--- config.mk ---
export PLATFORM = sky130hd
export DESIGN_NAME = regaccess_burst
export DESIGN_NICKNAME = d
export VERILOG_FILES = /design/src/rtl/regaccess_burst_pkg.sv /design/src/rtl/spi_shift_w.sv /design/src/rtl/regaccess_burst.sv
export SDC_FILE = /design/constraint.sdc
export NUM_CORES = 1
export LEC_CHECK = 0
export ABC_AREA = 1
export CAP_MARGIN = 20
export CORE_MARGIN = 2
export CORE_UTILIZATION = 31
export DETAILED_ROUTE_END_ITERATION = 8
export SLEW_MARGIN = 15
export SYNTH_ARGS = -nofsm -noshare
export SYNTH_HDL_FRONTEND = slang
export SYNTH_SLANG_ARGS = --single-unit
--- constraint.sdc ---
create_clock -name clk -period 1.59 [get_ports clk]
set_input_delay 0.318 -clock clk [delete_from_list [all_inputs] [get_ports clk]]
set_output_delay 0.318 -clock clk [all_outputs]
set_load 0.03 [all_outputs]
--- src/rtl/regaccess_burst_pkg.sv ---
// regaccess_burst_pkg: FSM state encoding and header-width derivation shared by the block
package regaccess_burst_pkg;
  typedef enum logic [1:0] {IDLE, HDR, WDATA, RDATA} state_t;
  function automatic int hdr_w(input int addr_w);
    return addr_w + 2;
  endfunction
endpackage

--- src/rtl/spi_shift_w.sv ---
// spi_shift_w: synchronised SPI mode-0 shift engine with runtime frame length and frame-done pulse
module spi_shift_w #(
  parameter int W  = 9,
  parameter int LW = $clog2(W + 1)
) (
  input  logic          clk,
  input  logic          rst,
  input  logic          ss,
  input  logic          sck,
  input  logic          mosi,
  input  logic          en,
  input  logic          load,
  input  logic [LW-1:0] len,
  input  logic [W-1:0]  load_data,
  output logic          ss_s,
  output logic          done,
  output logic          miso,
  output logic [W-1:0]  frame
);
  logic ss_m, sck_m, sck_s, sck_q, mosi_m, mosi_s, rise, fall, last;
  logic [LW-1:0] cnt;
  logic [W-1:0] tx;
  assign rise = sck_s & ~sck_q;
  assign fall = ~sck_s & sck_q;
  assign last = cnt == len - 1'b1;
  // two-flop synchronisers; ss resets low so a select already low at reset release never looks like a fall
  always_ff @(posedge clk or negedge rst)
    if (!rst) {ss_m, ss_s, sck_m, sck_s, sck_q, mosi_m, mosi_s} <= '0;
    else {ss_m, ss_s, sck_m, sck_s, sck_q, mosi_m, mosi_s} <= {ss, ss_m, sck, sck_m, sck_s, mosi, mosi_m};
  // shift in on sck rise, shift out on sck fall; a load arriving with a fall still drives its MSB
  always_ff @(posedge clk or negedge rst)
    if (!rst) begin
      {done, miso, cnt, frame, tx} <= '0;
    end else if (!en) begin
      {done, miso, cnt, frame, tx} <= '0;
    end else begin
      done <= rise && last;
      if (rise) begin
        frame <= {frame[W-2:0], mosi_s};
        cnt   <= last ? '0 : cnt + 1'b1;
      end
      if (load) begin
        miso <= fall ? load_data[W-1] : miso;
        tx   <= fall ? load_data << 1 : load_data;
      end else if (fall) begin
        miso <= tx[W-1];
        tx   <= tx << 1;
      end
    end
endmodule

--- src/rtl/regaccess_burst.sv ---
// regaccess_burst: SPI slave bridging burst header/data frames onto a register read/write strobe bus
module regaccess_burst
  import regaccess_burst_pkg::*;
#(
  parameter int ADDR_W   = 7,
  parameter int DATA_W   = 8,
  parameter int NUM_REGS = 128
) (
  input  logic              clk,
  input  logic              rst,
  input  logic              ss,
  input  logic              sck,
  input  logic              mosi,
  output logic              miso,
  output logic [ADDR_W-1:0] addr,
  output logic              rd,
  input  logic [DATA_W-1:0] rdata,
  output logic              wr,
  output logic [DATA_W-1:0] wdata,
  output logic              busy,
  output logic              err
);
  localparam int HDR_W = hdr_w(ADDR_W);
  localparam int W     = HDR_W > DATA_W ? HDR_W : DATA_W;
  localparam int LW    = $clog2(W + 1);
  localparam logic [ADDR_W:0]   NREG = (ADDR_W + 1)'(NUM_REGS);
  localparam logic [ADDR_W-1:0] LAST = ADDR_W'(NUM_REGS - 1);
  state_t st;
  logic ss_s, ss_q, done, rd_q, inc, bad;
  logic [W-1:0] frame, ld;
  logic [LW-1:0] len;
  logic [ADDR_W-1:0] nxt, h_addr;
  // frame length, next address and left-aligned read data for the shift engine
  always_comb begin
    len    = st == HDR ? LW'(HDR_W) : LW'(DATA_W);
    h_addr = frame[ADDR_W-1:0];
    bad    = {1'b0, h_addr} >= NREG;
    nxt    = !inc ? addr : (addr == LAST ? '0 : addr + 1'b1);
    ld     = W'(rdata) << (W - DATA_W);
  end
  spi_shift_w #(.W(W), .LW(LW)) u_shift (
    .clk(clk), .rst(rst), .ss(ss), .sck(sck), .mosi(mosi),
    .en(st != IDLE), .load(rd_q), .len(len), .load_data(ld),
    .ss_s(ss_s), .done(done), .miso(miso), .frame(frame)
  );
  // transaction FSM with registered strobes; rdata is loaded one cycle after each rd
  always_ff @(posedge clk or negedge rst)
    if (!rst) begin
      st <= IDLE;
      {ss_q, rd, rd_q, wr, busy, err, inc} <= '0;
      addr  <= '0;
      wdata <= '0;
    end else begin
      ss_q <= ss_s;
      rd   <= 1'b0;
      wr   <= 1'b0;
      rd_q <= rd;
      if (wr) addr <= nxt;
      if (ss_s) begin
        st   <= IDLE;
        busy <= 1'b0;
      end else case (st)
        IDLE: if (ss_q) begin
          st  <= HDR;
          err <= 1'b0;
        end
        HDR: if (done) begin
          st   <= frame[HDR_W-1] ? WDATA : RDATA;
          inc  <= frame[HDR_W-2];
          addr <= h_addr;
          busy <= 1'b1;
          err  <= bad;
          rd   <= !frame[HDR_W-1] && !bad;
        end
        WDATA: if (done) begin
          wr    <= !err;
          wdata <= frame[DATA_W-1:0];
        end
        RDATA: if (done) begin
          addr <= nxt;
          rd   <= !err;
        end
        default: st <= IDLE;
      endcase
    end
endmodule

==> impl_results.md <==
- Status: finished with violations
- Failing checks: negative hold slack
- FILL cells: 865
- # H-tree levels: 2
- Peak supply drop: slightly below 0.0004 V
- Worst min path class: input pin to asynchronous set/reset pin
- Worst skew pair latency: 300 ps
- Syn Nets: 332
- Pins Over Slew Limit: 0
- Global route total overflow: 0
- Gr usage total: 0.137
- Placer Congestion: just under 0.9
- Max Cap Violations: 0
- # setup viols final: 0
- CTS tree: yes
- GRT met1 Usage: 0.184
- Nets: 374
- Reg clk slew, reported paths: 90 ps
- FP Rows: 33
- CTS Buf Count: 5
- FF/Latch Area: 0.00133 mm2
- Slowest cell on crit path: dfrtp_2
- Reg2reg start: addr[1]
- CTS Hold Bufs: 0
- Max Fclk: ~650 MHz
- CP Cell Sequence: buf_4, dlygate4sd2_1
- Clock Path Buffers: 2
- P_leak: 1.48 nW
- Via Count: 2,190
- Residual DRC count: 0
- Multi-input gate area: 0.00117 mm2
- Initial DRC Count: 133
- Core area: roughly 0.0083 mm2
- RSZ-0062 raised after global routing: yes
- Antenna diodes: 0
- Worst setup SP type: flip-flop
- Worst hold slack: -9.95 ps
- Xor/xnor share of the synthesized area: 0.0132
- Top-level I/O count: 33
- Final Power: about 2.6 mW
- GR Util met2: 0.227
- Die area: slightly above 0.009 mm2
- DR pass1 iterations: 4
- Fin crit share: 0.972
- Simple-gate share of the synthesized area: 0.246
- Worst EP arrival: between 1000 and 1500 ps
- Share of post-route cells with drive strength above 1: 0.192
- Worst Path Required: ~1300 ps
- Initial Util: 0.322
- Initial antenna violation count: 0
- Clock root buffer: clkbuf_8
- Global-route wire length before repair: 9800 um
- Met3 GRT Util: 0.0279
- Synth Area in Compound Gates: 0.154
- Setup crit end kind: output pin
- Largest family of logic cells by synthesized area: simple AND/OR/NAND/NOR gates
- Yosys warnings: 0
- Final WL: 5710 um
- Via-to-Cell Ratio: about 4.7
- PortBufs: 31
- Setup crit start: addr[0]
- Utilization after layout: 0.398
- Post-synth cell types: 35
- Avg Inst Size Synth: roughly 8.4 um2
- Minimum clock period: 1540 ps
- Worst Skew: 5.47 ps
- Slowest stage delay, CP: 440 ps
- Post-synthesis cell count: 317
- DPL Wire Length: 4150 um
- Critical path peak fanout: 3
- Post-synth design cell area: 0.00266 mm2
- Synthesized flop and latch total: 53
- Busiest metal layer after global routing: met2
- Adder-Cell Fraction of Synth Area: 0.00943
- Post-synthesis mux area share: 0
- Area growth syn-to-layout: 23.8%
- Via count of the first global-routing pass: 2,087
- Clock sinks: 53
- Die Wd: between 90 and 100 um
- Largest net degree at the start of global routing: 54
- Kind of critical path: flip-flop to output pin
- Avg WL per Cell: 12.3 um
- Fin Setup TNS: 0 ps
- PwrDens: about 800 mW/mm2
- Sequential share of the synthesized area: 0.500
- Detail Route Antenna Nets: 0
- Final hold vios: 5
- Die H: 96.5 um
## worst max-delay path: cells and delay by family, from the launching register on
family / cells / cell delay (ps)
flip-flops: 1 / 440
buffers and inverters: 2 / 480
## power breakdown
group          internal, mW  switching (mW)
Sequential             1.38          0.0215
Clock                 0.514           0.435
Combinational        0.0981           0.191
Total                  1.99           0.647
## cell type report
type | count | share of cell area
Clock inverter | 1 | 0.00914
Inverter | 40 | 0.0457
Sequential cell | 53 | 0.406
Tap cell | 105 | 0.0400
Multi-Input combinational cell | 216 | 0.356
Clock buffer | 7 | 0.0263
Timing Repair Buffer | 43 | 0.117
## kinds of logic after synthesis
kind of cell,count (synthesis)
adder cells (fa/ha/maj),2
other,1
flip-flops,53
buffers and inverters,48
AO/OA/AOI/OAI,74
AND/OR/NAND/NOR,135
XOR/XNOR,4
## cell usage in the layout, fill, tap and decap left out, types with 2 or more instances in the layout
cell             count
o22ai_1              5
clkinv_1             2
o211ai_1             2
dlygate4sd2_1       18
or2_1                2
nor3_1               3
o21ai_0             28
clkdlybuf4s50_1     11
nor2_1              14
inv_1               28
nand2_2              9
xor2_2               2
dfrtp_2              6
nand2_1             67
nor2_4               5
o21ai_2              3
nor2_2               5
dfrtp_1             47
clkbuf_8             6
xor2_1               2
buf_4               12
a21oi_1             13
nand3_1             21
nand4_1              3
o21ai_1             16
nand3_2              4
inv_2               10
## routing by layer
layer	share of wire	vias up
met1	0.49	1036
met3	0.030	6
met4	0.0077	0
met5	0	-
li1	-	1117
met2	0.47	31
## registers in the layout, indices dropped and copies added, names as in the netlist
signal,cells
ss_q,1
u_shift.ss_s,1
u_shift.mosi_m,1
rd,1
u_shift.tx,8
u_shift.frame,9
rd_q,1
st,2
u_shift.sck_m,1
u_shift.miso,1
addr,7
u_shift.ss_m,1
u_shift.cnt,4
u_shift.sck_s,1
u_shift.sck_q,1
inc,1
wdata,8
busy,1
wr,1
u_shift.done,1
u_shift.mosi_s,1
## path summary, 6_finish.rpt
path                                end  slack, ps  cells after the start
max                             addr[0]         50                      2
min                                busy        -10                      2
max reg2reg                     addr[4]        100                     10
min reg2reg                u_shift.ss_s        360                      0
max in group asynchronous       addr[3]       1320                      2
min in group clk           u_shift.ss_s        360                      0
## repair_timing
action                     in CTS  in global routing
gates resized for setup        20                 12
cloned                          0                  0
buffers inserted                0                  1
hold endpoints to repair        0                  0
setup endpoints to repair      19                  7
## synth_stat cells
cell type	n	area (um2)
nand4_1	3	18.8
a21oi_1	13	65.1
buf_2	1	5.00
nor3_4	1	16.3
inv_1	28	105
nand3_2	3	30.0
dfrtp_1	53	1330
o21ai_0	30	150
o211ai_1	2	15.0
a21boi_0	1	7.51
nand2_1	68	255
inv_2	10	37.5
nor3_1	3	15.0
nand3b_1	1	7.51
o22ai_1	5	31.3
ha_1	2	25.0
nand2_2	8	50.1
or2_1	2	12.5
nand3_1	22	110
nor2_1	15	56.3
a211oi_1	2	15.0
buf_4	4	30.0
o21ai_1	15	75.1
nor2_2	4	25.0
conb_1	1	3.75
a21oi_2	1	8.76
o32ai_1	1	8.76
xor2_1	4	35.0
buf_6	1	11.3
a31oi_1	1	6.26
o21ai_2	2	17.5
clkbuf_1	2	7.51
clkinv_1	2	7.51
o21a_1	1	7.51
nor2_4	5	56.3
## metrics by stage
| step | area, um2 | hold WS [ps] | worst slack [ps] | std cells |
|---|---|---|---|---|
| floorplan | 2660 | 22.4 | 26.7 | 317 |
| global placement | 3130 | 333 | 70.9 | 456 |
| detailed placement | 3130 | 336 | -11.3 | 456 |
| CTS | 3240 | 6.10 | 8.64 | 464 |
| global route | 3290 | 13.6 | -32.9 | 465 |
| finish | 3290 | -9.95 | 45.2 | 465 |
Note: power is estimated with default switching activity, not from simulation.
